<file path="config.mk">
export PLATFORM = sky130hd
export DESIGN_NAME = piso_frame_tx
export DESIGN_NICKNAME = d
export VERILOG_FILES = /design/src/rtl/uart_pkg.sv /design/src/rtl/piso_shift.sv /design/src/rtl/piso_frame_tx.sv
export SDC_FILE = /design/constraint.sdc
export NUM_CORES = 1
export LEC_CHECK = 0
export ABC_AREA = 0
export BUFFER_PORTS_ARGS = -buffer_cell sky130_fd_sc_hd__buf_4
export CELL_PAD_IN_SITES_DETAIL_PLACEMENT = 0
export CELL_PAD_IN_SITES_GLOBAL_PLACEMENT = 2
export CORE_ASPECT_RATIO = 0.8
export CORE_MARGIN = 5
export CORE_UTILIZATION = 31
export CTS_CLUSTER_SIZE = 16
export DETAILED_ROUTE_END_ITERATION = 10
export PLACE_DENSITY = 0.82
export SETUP_SLACK_MARGIN = 0.02
export SYNTH_ARGS = -nofsm -noshare
export SYNTH_HDL_FRONTEND = slang
export SYNTH_SLANG_ARGS = --single-unit
</file>
<file path="constraint.sdc">
create_clock -name clk -period 1.54 [get_ports clk]
set_input_delay 0.077 -clock clk [delete_from_list [all_inputs] [get_ports clk]]
set_output_delay 0.077 -clock clk [all_outputs]
set_load 0.01 [all_outputs]
</file>
<file path="src/rtl/uart_pkg.sv">
// Shared UART transmit types and line constants.
// No logic of its own; imported by the serialiser files.
package uart_pkg;

  typedef enum logic [2:0] {
    IDLE,
    START,
    DATA,
    PARITY,
    STOP
  } tx_state_t;

  localparam logic LINE_IDLE = 1'b1;
  localparam logic START_BIT = 1'b0;

  // Bit counter must hold DATA_W-1 and STOP_BITS-1 without wrapping.
  function automatic int cnt_width(input int data_w);
    return $clog2(data_w + 1);
  endfunction

endpackage

</file>
<file path="src/rtl/piso_shift.sv">
// Parallel-load shift register presenting the next bit to send on q_bit.
// Load wins over shift; q_bit is the end bit in the selected direction.
module piso_shift #(
  parameter int DATA_W    = 8,
  parameter int LSB_FIRST = 1
) (
  input  logic              clk,
  input  logic              rst_n,
  input  logic              load,
  input  logic              shift,
  input  logic [DATA_W-1:0] d,
  output logic              q_bit
);

  logic [DATA_W-1:0] sr_q;
  logic [DATA_W-1:0] sr_d;

  always_comb begin
    sr_d = sr_q;
    if (load) begin
      sr_d = d;
    end else if (shift) begin
      sr_d = (LSB_FIRST != 0) ? {1'b0, sr_q[DATA_W-1:1]} : {sr_q[DATA_W-2:0], 1'b0};
    end
  end

  always_ff @(posedge clk or negedge rst_n) begin
    if (!rst_n) begin
      sr_q <= '0;
    end else begin
      sr_q <= sr_d;
    end
  end

  assign q_bit = (LSB_FIRST != 0) ? sr_q[0] : sr_q[DATA_W-1];

endmodule

</file>
<file path="src/rtl/piso_frame_tx.sv">
// Framed UART serialiser: start, data, optional parity, 1-2 stop bits, paced by tick.
// Accepts a word only in IDLE (in_ready); serial_out is registered, one bit per tick.
module piso_frame_tx
  import uart_pkg::*;
#(
  parameter int DATA_W     = 8,
  parameter int LSB_FIRST  = 1,
  parameter int PARITY_EN  = 0,
  parameter int PARITY_ODD = 0,
  parameter int STOP_BITS  = 1
) (
  input  logic              clk,
  input  logic              rst_n,
  input  logic              tick,
  input  logic              in_valid,
  input  logic [DATA_W-1:0] in_data,
  output logic              in_ready,
  output logic              serial_out,
  output logic              busy,
  output logic              done
);

  localparam int CNT_W = cnt_width(DATA_W);
  localparam logic [CNT_W-1:0] LAST_DATA = CNT_W'(DATA_W - 1);
  localparam logic [CNT_W-1:0] LAST_STOP = CNT_W'(STOP_BITS - 1);

  tx_state_t        state_q, state_d;
  logic [CNT_W-1:0] cnt_q, cnt_d;
  logic             parity_q, parity_d;
  logic             serial_out_q, serial_out_d;
  logic             done_q, done_d;
  logic             load;
  logic             shift;
  logic             q_bit;

  // The register shifts on the tick that starts each data bit, so q_bit
  // already holds the following bit when the next tick arrives.
  piso_shift #(
    .DATA_W   (DATA_W),
    .LSB_FIRST(LSB_FIRST)
  ) u_shift (
    .clk  (clk),
    .rst_n(rst_n),
    .load (load),
    .shift(shift),
    .d    (in_data),
    .q_bit(q_bit)
  );

  always_comb begin
    state_d      = state_q;
    cnt_d        = cnt_q;
    parity_d     = parity_q;
    serial_out_d = serial_out_q;
    done_d       = 1'b0;
    load         = 1'b0;
    shift        = 1'b0;
    case (state_q)
      IDLE: begin
        serial_out_d = LINE_IDLE;
        if (in_valid) begin
          load         = 1'b1;
          parity_d     = (PARITY_ODD != 0) ? ~^in_data : ^in_data;
          cnt_d        = '0;
          state_d      = START;
          serial_out_d = START_BIT;
        end
      end
      START: begin
        if (tick) begin
          shift        = 1'b1;
          serial_out_d = q_bit;
          state_d      = DATA;
        end
      end
      DATA: begin
        if (tick) begin
          shift = 1'b1;
          if (cnt_q == LAST_DATA) begin
            cnt_d = '0;
            if (PARITY_EN != 0) begin
              state_d      = PARITY;
              serial_out_d = parity_q;
            end else begin
              state_d      = STOP;
              serial_out_d = LINE_IDLE;
            end
          end else begin
            cnt_d        = cnt_q + 1'b1;
            serial_out_d = q_bit;
          end
        end
      end
      PARITY: begin
        if (tick) begin
          state_d      = STOP;
          serial_out_d = LINE_IDLE;
        end
      end
      STOP: begin
        serial_out_d = LINE_IDLE;
        if (tick) begin
          if (cnt_q == LAST_STOP) begin
            state_d = IDLE;
            cnt_d   = '0;
            done_d  = 1'b1;
          end else begin
            cnt_d = cnt_q + 1'b1;
          end
        end
      end
      default: begin
        state_d      = IDLE;
        serial_out_d = LINE_IDLE;
      end
    endcase
  end

  always_ff @(posedge clk or negedge rst_n) begin
    if (!rst_n) begin
      state_q      <= IDLE;
      cnt_q        <= '0;
      parity_q     <= 1'b0;
      serial_out_q <= LINE_IDLE;
      done_q       <= 1'b0;
    end else begin
      state_q      <= state_d;
      cnt_q        <= cnt_d;
      parity_q     <= parity_d;
      serial_out_q <= serial_out_d;
      done_q       <= done_d;
    end
  end

  assign serial_out = serial_out_q;
  assign done       = done_q;
  assign in_ready   = (state_q == IDLE);
  assign busy       = (state_q != IDLE);

endmodule

</file>
==> metrics.txt <==
drt initial violations=72; most common cell after layout, fill and taps aside=buf_4; Filler cells=287; first-pass GRT wire length=3615 um; Req. time, crit path=1.68 ns; metal3 WL=95 um; CP Cell Sequence=inv_2 > ha_4 > or3b_4 > a22oi_1 > nor3b_1 > a211o_1; clock period minus worst slack=1.675 ns; largest family of logic cells by synthesized area=simple AND/OR/NAND/NOR gates; Worst Setup End Kind=flip-flop; Tcrit/Tclk final=108.8%; power density cells=1868 nW/um^2; reg2reg path depth=6; drt drc=0; Setup TNS=-0.4548 ns; top sig layer=met4; Synth Area per Inst=9.972 sq um; Final Max Slew Viols=0; synthesized flop and latch total=17; total CTS buffers=3; Worst-Margin Slew=0.3524 ns; final hold violations=0; setup slack after layout=-0.1354 ns; diodes inserted=0; worst hold endpoint=u_shift.sr_q[6]; most frequent cells in the layout=34 x buf_4, 15 x dfrtp_1, 10 x nand2_1, 8 x mux2i_1, 6 x nor2_1; Critical R2R Launch=cnt_q[0]; layout cells sized above 1=41.22%; relative slew slack=76.51%; number of buffers and inverters on the critical path=1; complex-gate fraction of the synthesized area=16.98%; kind of critical path=reg2reg; vias in the first global route=749; mux share of post-synthesis cell area=9.252%; slowest CP cell=dfrtp_1; hold path cells=3; HP Start=in_data[6]; Post-Syn Nets=113; clock skew=0.004079 ns; Mapped Cells=99; status=complete, but fails checks; I/O Buffers=15; initial antenna violation count=0; kind of cell adding the most delay to the critical path=compound AO/OA/AOI/OAI gates; clk sink count=17; fin util=44.40%; cell depth of the worst setup path=6; worst hold slack=0.02714 ns; Worst Setup Start Kind=flip-flop; drt pass-1 iters=4; core area=3085 sq um; Layout area overhead=38.78%; die width=73.09 um; gr usage total=10.83%; DP HPWL=1645 um; largest net degree at the start of global routing=18; clock-pin transition on the worst setup and hold timing paths=0.07 ns; pre-CTS setup slack=-0.1135 ns; CTS tree=built; Post-Route M1 WL=1060 um; met2 wire length=1024 um; Initial Util=32.00%; via-per-instance ratio=4.930; unrepaired setup endpoints after global routing=true; CP max FO=2; overall die height=60.48 um; clk buf depth=2; failing checks=negative setup slack; die footprint=4420 sq um; H-tree level count=1; VDD IR max=0.0007667 V; Cell variety after synth=38; post-synthesis instance area=987.2 sq um; CP max stage delay=0.39 ns; WL per Instance=12.95 um; Data arrival, critical path=1.81 ns; final wirelength=2214 um; Clock Latency Late Sink=0.25 ns; Post-Synth Adder-Cell Area=2.535%; number of core rows=18; worst hold path class=in2reg; Reg2Reg Setup Slack=-0.14 ns; GP Congestion=0.7451; sequential element share of the synthesized area=43.22%; fmax=0.5969 GHz; final setup vio count=4; vias post-DR=843; Final ANT Viol Nets=0; leak pwr=0.6148 nW; Synth Warn #=0; nets@finish=146; maxcap violations=0; XOR/XNOR Fraction of Synth Area=0.8872%; I/O pin count=16; worst reg2reg endpoint=cnt_q[2]; post-synthesis simple-gate area fraction=20.41%; CTS root buf=clkbuf_8; grt ovf=0
[stage by stage]
step,instance area (sq um),instances,power (mW)
after floorplan,1013,99,1.672
after global placement,1245,163,2.046
after detailed placement,1245,163,2.098
after CTS,1324,171,2.469
after global routing,1370,171,2.765
final,1370,171,2.559
[metal layers]
layer,global-route usage [%],vias to the layer above
met5,0,-
met4,6.316,0
met3,1.821,2
met2,15.29,20
met1,15.55,409
li1,-,412
[cell type report]
cell class	instances	area, sq um	share of cell area [%]
Sequential cell	17	427.9	31.23
Tap cell	40	50.05	3.653
Clock buffer	4	45.04	3.288
Multi-Input combinational cell	71	566.8	41.37
Timing Repair Buffer	35	265.3	19.36
Inverter	4	15.01	1.096
[worst reg2reg max path, cell delays in order (launching register included)]
cell and delay (ns):
dfrtp_1 0.39, inv_2 0.08, ha_4 0.13, or3b_4 0.39, a22oi_1 0.22, nor3b_1 0.09
a211o_1 0.27
[synth_stat cells]
master	count	area, sq um
dfrtp_1	16	400.4
nand2_1	10	37.54
mux2i_1	8	80.08
nor2_1	6	22.52
o21ai_1	5	25.02
inv_1	4	15.01
nand2b_1	4	25.02
nand3_1	3	15.01
a211o_1	2	17.52
a21oi_1	2	10.01
a22o_1	2	17.52
buf_2	2	10.01
buf_4	2	15.01
buf_6	2	22.52
ha_1	2	25.02
nand3b_1	2	15.01
nor3_2	2	20.02
nor3b_2	2	25.02
o211ai_1	2	15.01
o21a_1	2	15.01
o21ai_2	2	17.52
a22oi_1	1	7.510
a311oi_1	1	8.760
a31oi_1	1	6.260
a32oi_1	1	8.760
and2_1	1	6.260
clkbuf_1	1	3.750
dfstp_2	1	26.28
mux2_2	1	11.26
nor2b_1	1	6.260
nor3b_1	1	7.510
nor4_1	1	6.260
o21ai_0	1	5.000
o21bai_1	1	7.510
o22ai_1	1	6.260
or2_1	1	6.260
or3b_1	1	8.760
xnor2_1	1	8.760
[worst max-delay path by stage]
stage | start | slack [ns] | endpoint
2_1_floorplan | cnt_q[1] | -0.04 | cnt_q[0]
3_3_place_gp | cnt_q[1] | -0.06 | cnt_q[0]
3_5_place_dp | cnt_q[0] | -0.11 | cnt_q[3]
4_1_cts | cnt_q[1] | -0.13 | cnt_q[0]
5_1_grt | cnt_q[0] | -0.19 | cnt_q[0]
6_report | cnt_q[0] | -0.14 | cnt_q[2]
[what timing repair did]
item | in CTS | in global routing
gates resized for setup | 1 | 8
setup endpoints to repair | 6 | 15
hold buffers | 1 | 0
buffers inserted | 3 | 0
endpoints found under the hold margin | 17 | 0
pin swaps | 5 | 3
[state kept, by name (all words and copies together) (netlist names)]
| name | cells |
|---|---|
| u_shift.sr_q | 8 |
| cnt_q | 4 |
| state_q | 3 |
| done | 1 |
| serial_out | 1 |
[power breakdown]
group	switching [mW]	leakage (nW)	internal, mW	total [mW]
clock	0.145	0.0228	0.183	0.329
combinational	0.670	0.376	0.775	1.44
sequential	0.149	0.216	0.636	0.785
total	0.964	0.615	1.59	2.56
[cells by family after synthesis]
family | Yosys count
AND/OR/NAND/NOR | 35
AO/OA/AOI/OAI | 24
flip-flops | 17
buffers and inverters | 11
multiplexers | 9
adder cells (fa/ha/maj) | 2
XOR/XNOR | 1
No activity file was read; power rests on OpenSTA's default activity.
